--- src/rtl/pit_timer_n.sv ---
// Programmable interval timer: NCH independent WIDTH-bit down counters with per-channel gate,
// shared tick enable, sticky terminal-count flags and a maskable, registered interrupt.
`timescale 1ns/1ps
module pit_timer_n #(
  parameter  int NCH   = 3,
  parameter  int WIDTH = 16,
  localparam int AW    = $clog2(NCH) + 2
) (
  input  logic             clk,
  input  logic             reset_n,
  input  logic             cs,
  input  logic             rd,
  input  logic             wr,
  input  logic [AW-1:0]    addr,
  input  logic [WIDTH-1:0] idata,
  output logic [WIDTH-1:0] odata,
  input  logic             tick,
  input  logic [NCH-1:0]   gate,
  output logic [NCH-1:0]   out,
  output logic             irq
);

  typedef enum logic [1:0] {
    REG_CTRL   = 2'd0,
    REG_RELOAD = 2'd1,
    REG_COUNT  = 2'd2,
    REG_LATCH  = 2'd3
  } reg_e;

  localparam logic [2:0] MODE_TC     = 3'd0;
  localparam logic [2:0] MODE_RATE   = 3'd2;
  localparam logic [2:0] MODE_SQUARE = 3'd3;
  localparam logic [2:0] MODE_STROBE = 3'd4;

  logic [2:0]       mode    [NCH];
  logic [WIDTH-1:0] counter [NCH];
  logic [WIDTH-1:0] reload  [NCH];
  logic [WIDTH-1:0] snap    [NCH];
  logic [NCH-1:0]   en, ie, armed, pending, latched, tc, fired, gate_d;

  logic [AW-1:0] ch_sel;
  reg_e          reg_sel;
  logic          wr_go, rd_go;

  assign ch_sel  = addr >> 2;
  assign reg_sel = reg_e'(addr[1:0]);
  assign wr_go   = cs & wr;
  assign rd_go   = cs & rd & ~wr;

  // N is carried one bit wider so that R==0 can stand for 2^WIDTH.
  logic [WIDTH:0]   n_full [NCH];
  logic [WIDTH-1:0] n_load [NCH];
  logic [WIDTH-1:0] n_hi   [NCH];
  logic [WIDTH-1:0] n_lo   [NCH];
  logic [NCH-1:0]   periodic, step, gate_rise;

  // NOTE: every combinational output gets a default before any branch, so no latch is inferred.
  always_comb begin
    for (int i = 0; i < NCH; i++) begin
      periodic[i] = (mode[i] == MODE_RATE) || (mode[i] == MODE_SQUARE);
      n_full[i]   = (reload[i] == '0) ? {1'b1, {WIDTH{1'b0}}} : {1'b0, reload[i]};
      if (periodic[i] && (n_full[i] < (WIDTH+1)'(2))) n_full[i] = (WIDTH+1)'(2);
      n_load[i]    = n_full[i][WIDTH-1:0];
      n_hi[i]      = WIDTH'((n_full[i] + (WIDTH+1)'(1)) >> 1);
      n_lo[i]      = WIDTH'(n_full[i] >> 1);
      step[i]      = tick & en[i] & gate[i] & armed[i];
      gate_rise[i] = gate[i] & ~gate_d[i] & armed[i] & periodic[i];
    end
  end

  logic [WIDTH-1:0] rd_value;

  always_comb begin
    rd_value = '0;
    for (int i = 0; i < NCH; i++) begin
      if (ch_sel == AW'(i)) begin
        case (reg_sel)
          REG_CTRL:   rd_value[7:0] = {tc[i], latched[i], out[i], ie[i], en[i], mode[i]};
          REG_RELOAD: rd_value      = reload[i];
          REG_COUNT:  rd_value      = counter[i];
          REG_LATCH:  rd_value      = snap[i];
          default:    rd_value      = '0;
        endcase
      end
    end
  end

  always_ff @(posedge clk) begin
    if (!reset_n) begin
      // NOTE: the per-channel arrays are reset too, since a reset mid-count must leave no stale state.
      for (int i = 0; i < NCH; i++) begin
        mode[i]    <= '0;
        counter[i] <= '0;
        reload[i]  <= '0;
        snap[i]    <= '0;
      end
      en      <= '0;
      ie      <= '0;
      armed   <= '0;
      pending <= '0;
      latched <= '0;
      tc      <= '0;
      fired   <= '0;
      gate_d  <= '0;
      out     <= '1;
      odata   <= '0;
      irq     <= 1'b0;
    end else begin
      odata  <= rd_go ? rd_value : '0;
      irq    <= |(tc & ie);
      gate_d <= gate;
      for (int i = 0; i < NCH; i++) begin
        if (wr_go && (ch_sel == AW'(i)) && (reg_sel == REG_CTRL)) begin
          mode[i]    <= idata[2:0];
          en[i]      <= idata[3];
          ie[i]      <= idata[4];
          armed[i]   <= 1'b0;
          pending[i] <= 1'b0;
          tc[i]      <= 1'b0;
          latched[i] <= 1'b0;
          fired[i]   <= 1'b0;
          out[i]     <= (idata[2:0] != MODE_TC);
        end else begin
          if (pending[i] || gate_rise[i]) begin
            armed[i]   <= 1'b1;
            pending[i] <= 1'b0;
            fired[i]   <= 1'b0;
            out[i]     <= (mode[i] != MODE_TC);
            if (mode[i] == MODE_SQUARE)
              counter[i] <= n_hi[i];
            else if ((mode[i] == MODE_TC) || (mode[i] == MODE_RATE) || (mode[i] == MODE_STROBE))
              counter[i] <= n_load[i];
          end else if (step[i]) begin
            case (mode[i])
              MODE_TC: begin
                counter[i] <= counter[i] - 1'b1;
                if (counter[i] == WIDTH'(1)) begin
                  out[i] <= 1'b1;
                  tc[i]  <= 1'b1;
                end
              end
              MODE_RATE: begin
                if (counter[i] == WIDTH'(1)) begin
                  counter[i] <= n_load[i];
                  out[i]     <= 1'b1;
                  tc[i]      <= 1'b1;
                end else begin
                  counter[i] <= counter[i] - 1'b1;
                  if (counter[i] == WIDTH'(2)) out[i] <= 1'b0;
                end
              end
              MODE_SQUARE: begin
                if (counter[i] == WIDTH'(1)) begin
                  out[i]     <= ~out[i];
                  counter[i] <= out[i] ? n_lo[i] : n_hi[i];
                  if (out[i]) tc[i] <= 1'b1;
                end else begin
                  counter[i] <= counter[i] - 1'b1;
                end
              end
              MODE_STROBE: begin
                counter[i] <= counter[i] - 1'b1;
                if ((counter[i] == WIDTH'(1)) && !fired[i]) begin
                  out[i]   <= 1'b0;
                  fired[i] <= 1'b1;
                  tc[i]    <= 1'b1;
                end else begin
                  out[i] <= 1'b1;
                end
              end
              default: out[i] <= 1'b1;
            endcase
          end else if ((mode[i] != MODE_TC) && !(periodic[i] && gate[i])) begin
            // Strobe pulse ends, reserved modes idle high, and a low gate forces periodic modes high.
            out[i] <= 1'b1;
          end

          if (wr_go && (ch_sel == AW'(i)) && (reg_sel == REG_RELOAD)) begin
            reload[i]  <= idata;
            pending[i] <= 1'b1;
          end
          if (wr_go && (ch_sel == AW'(i)) && (reg_sel == REG_LATCH) && !latched[i]) begin
            snap[i]    <= counter[i];
            latched[i] <= 1'b1;
          end
          if (rd_go && (ch_sel == AW'(i)) && (reg_sel == REG_LATCH)) latched[i] <= 1'b0;
        end
      end
    end
  end

endmodule

--- config.mk ---
export PLATFORM = sky130hd
export DESIGN_NAME = pit_timer_n
export DESIGN_NICKNAME = d
export VERILOG_FILES = /design/src/rtl/pit_timer_n.sv
export SDC_FILE = /design/constraint.sdc
export NUM_CORES = 1
export LEC_CHECK = 0
export ABC_AREA = 1
export CORE_UTILIZATION = 25
export CTS_BUF_LIST = sky130_fd_sc_hd__clkbuf_2
export DETAILED_ROUTE_END_ITERATION = 10
export PLACE_DENSITY = 0.38
export SLEW_MARGIN = 15
export SYNTH_ARGS = -nofsm -noshare
export SYNTH_HDL_FRONTEND = slang
export SYNTH_SLANG_ARGS = --single-unit
--- constraint.sdc ---
create_clock -name clk -period 8.9 [get_ports clk]
set_input_delay 2.67 -clock clk [delete_from_list [all_inputs] [get_ports clk]]
set_output_delay 2.67 -clock clk [all_outputs]
set_load 0.005 [all_outputs]
Yosys cells after proc, flatten, opt, wreduce, memory -nomap -nowiden
Memory sizes are Yosys's and may differ from the RTL's.
Cells that the tools add are included.
Storage, ports and cells
  memories kept: 4
  word-level logic and storage cells: 525
  memory bits (writable): 153
  register bits after elaboration: 44
  output and inout bits: 20
Cells by class
  multiplexer cells: 280
  $add $sub $neg: 6
  equality and inequality tests: 41
  order comparisons: 3
  reduce and logical (&&, ||, !) cells: 98
  bitwise gates (word level): 66
Memory list
  counter: words 3, bits a word 16, rd ports 3, clocked after memory_dff 0, wr ports 3, RTL line 36  | logic [WIDTH-1:0] counter [NCH];
  reload: words 3, bits a word 16, rd ports 3, clocked after memory_dff 0, wr ports 3, RTL line 37  | logic [WIDTH-1:0] reload [NCH];
  snap: words 3, bits a word 16, rd ports 3, clocked after memory_dff 0, wr ports 3, RTL line 38  | logic [WIDTH-1:0] snap [NCH];
  mode: words 3, bits a word 3, rd ports 3, clocked after memory_dff 0, wr ports 3, RTL line 35  | logic [2:0] mode [NCH];
Operators with widths (number)
  $mux 16: 36
  $mux 1: 223
  $mux 17: 6
  $pmux 8 s4: 3
  $pmux 8 s3: 3
  $add 17x1->17 const B: 3
  $lt 17x2->1 const B: 3
  $eq 16x1->1 const B: 3
  $eq 16x2->1 const B: 3
  $logic_not 16->1: 3
  $sub 16x1->16 const B: 3
  $logic_and 1x1->1: 33
  $or 1x1->1: 33
  $ne 5x4->1 const B: 5
  $and 1x1->1: 21
  $reduce_and 7->1: 3
  $reduce_bool 3->1: 7
  $reduce_or 3->1: 7
  $eq 3x2->1 const B: 6
  $ne 2x1->1 const B: 9
  $ne 6x4->1 const B: 3
  $logic_or 1x1->1: 12
  $pmux 1 s4: 3
  $reduce_and 4->1: 3
  other kinds (18): 60

Depth between registers and ports, before layout
  depth after elaboration: 17
  gate-level depth with buffers: 22
  gate-level depth less buffers: 21

Worst setup path after synthesis
Ideal clock, no wire load.
  kind: input-to-reg
  from: input port addr[0]
  to: memory reload[2][0] (netlist: reload[0][32]), enable pin
  stages: 5
  data arrival time: 4.498 ns
  slack: 3.991 ns
  cell sequence: inv_1 -> nor2_1 -> inv_2 -> clkbuf_1 -> o21ai_0
RTL lines
  start, declared: RTL line 14  | input logic [AW-1:0] addr,
  end, declared: RTL line 37

==> metrics.txt <==
initial core utilization 25.29%; Rows 87; FF+latch count, synth 197; clock root buffer clkbuf_2; I/O pin count 49; Setup Buffers After CTS 0; largest net degree at the start of global routing 49; Clock Tree Buf Depth 2; crit-path max cell delay 640 ps; Pins Over Slew Limit 0; Pleak 6.662 nW; CTS clk-pin slew, worst paths 320 ps; share of the synthesized area in the top cell type 32.28%; Synth Flop Type edfxtp_1; Layout Skew 50.71 ps; worst path cell trace clkdlybuf4s50_1 -> inv_1 -> nor2_1 -> inv_2 -> nor2_2 -> nand2_1 -> nand2_2 -> nor2_1 -> nand3_1 -> nand2_1 -> nor3_4 -> buf_4 -> nand3_1; Finished Cell Area 0.01566 mm2; RSZ-0062 raised after global routing no; Crit. End Element register; worst setup margin 3231 ps; arrival time worst endpoint 6260 ps; Post-Syn Area 0.01423 mm2; Crit-path slowest cell nand3_1; outcome finished clean; initial DRC count 1350; Yosys cell types 54; total grt overflow 0; Total GRT Usage 20.95%; Seq/Total Area, Yosys 38.47%; synthesized instance count 2026; Routed Antenna Nets 0; post-cts resize count 0; CP Class in -> reg; Clock Sinks 197; CTS Hold Bufs 0; HP Class reg -> reg; CTS tree built; CP Max Fanout 24; die area 0.05788 mm2; area leader, netlist edfxtp_1; Setup TNS 0 ps; CTS Buf Count 17; Final Core Density 27.82%; die span in x 240.6 um; Die Height 240.6 um; Post-synth ARST share 0%; fill count 6268; Synthesized Nets 2067; top-count cell post-synth nand2_1; P&R area growth vs syn 10.03%; vias in the first global route 13270; number of max-cap violations 0; Synth top cells by count nand2_1, inv_1, nor2_1, o21ai_0, edfxtp_1; Worst slew margin 28.37%; largest cells by area after synthesis edfxtp_1, nand2_1, inv_1; DP HPWL 47390 um; DR vias 13990; detailed-route wire length 59870 um; EDFF count, synth 153; Mean Syn Cell Area 7.024 um2; average wire per standard cell 21.38 um; Pwr Density 117.6 mW/mm2; area of the multi-input gates 0.007223 mm2; Total Nets Final 2070; core footprint 0.05628 mm2; worst slack at placement 2152 ps; fmax 0.1764 GHz; H-tree level count 4; crit start category input port; port bufs 48; fraction of layout cells with a size suffix above 1 5.877%; first drt pass iteration count 6; post-layout min period 5669 ps; FF+latch area 0.005475 mm2; Final period util 63.69%; worst vdd ir 0.08771 mV; placed inst area 0.01543 mm2; Fin. Hold Viols 0; first-pass GRT wire length 87920 um; setup violators final 0; initial antenna violation count 2; DR vias/cell 4.996; Req. time, crit path 9490 ps; Slew @ Worst Pin 1071 ps; clk_lat worst skew 1050 ps; Yosys Warn Count 0; DRC violations left 0; GPL Wtd Cong 0.8994
cell families after synthesis:
logic type | synth area share (%)
AND/OR/NAND/NOR | 28.31
AO/OA/AOI/OAI | 18.13
buffers and inverters | 10.89
flip-flops | 38.47
XOR/XNOR | 3.139
adder cells (fa/ha/maj) | 1.055
area by class of cell:
type,instances,area share [%]
Antenna cell,3,0.04794
Clock inverter,15,0.8710
Tap cell,756,6.041
Timing Repair Buffer,63,3.755
Multi-Input combinational cell,1431,46.13
Inverter,319,7.647
Sequential cell,197,34.97
Clock buffer,17,0.5433
layout by cell type (no fill, tap or decap), types with 3 or more instances in the layout:
cell type,instances
nor2_4,3
o221ai_1,21
nand2_2,9
ha_1,12
nand3_1,136
a21oi_2,3
nand4_1,42
nor3_2,4
nand2_1,483
nor3_1,35
clkinv_1,6
a21oi_1,150
or2_2,5
a221oi_1,11
o21ai_1,8
nor2_1,177
nor3_4,3
edfxtp_1,153
inv_2,23
o211ai_1,30
o21ai_0,177
nand2_4,3
inv_6,6
inv_1,290
xnor2_1,8
nor2_2,8
inv_8,3
a31oi_1,3
o22ai_1,15
o31ai_1,3
nor4_1,6
clkdlybuf4s50_1,47
o2111ai_1,12
buf_4,15
diode_2,3
xor2_1,43
clkbuf_2,17
dfxtp_1,44
report_power, final:
group          switching [W]  leakage, nW  internal (W)  total (W)
combinational       0.000205         4.63     0.0000806   0.000286
clock               0.000376        0.143     0.0000902   0.000467
sequential         0.0000613         1.89       0.00103    0.00109
per-stage QoR:
step	hold WS (ps)	cells	power, W
4_1_cts	497.7	2798	0.001861
2_1_floorplan	423.1	2026	0.001248
6_report	492.0	2801	0.001841
5_1_grt	526.4	2800	0.001921
3_5_place_dp	455.6	2766	0.001390
3_3_place_gp	443.8	2766	0.001395
sequential cells by signal, summed over array words and instances, names as in the netlist:
| register | flops |
|---|---|
| counter | 48 |
| reload | 48 |
| snap | 48 |
| odata | 16 |
| mode | 9 |
| armed | 3 |
| en | 3 |
| fired | 3 |
| gate_d | 3 |
| ie | 3 |
| latched | 3 |
| out | 3 |
| pending | 3 |
| tc | 3 |
| irq | 1 |
final timing paths:
path                              startpoint              to  slack (ps)  depth (start not counted)
worst max-delay path                 addr[3]  counter[2][10]        3230                         13
worst min-delay path                fired[0]        fired[0]         490                          2
worst max register to register  reload[0][6]  counter[0][13]        4930                         19
worst min register to register      fired[0]        fired[0]         490                          2
routing by layer:
layer / track usage, % / share of wire, %
met5: 0 / 0
met2: 32.43 / 45
met1: 29.05 / 47
met3: 3.580 / 5.5
met4: 7.740 / 3.0
worst max-delay path: cells and delay by family:
| family | cells | cell delay, ps |
|---|---|---|
| and+or+nand+nor | 9 | 2480 |
| buffers and inverters | 4 | 1110 |
Note: power is estimated with default switching activity, not from simulation.
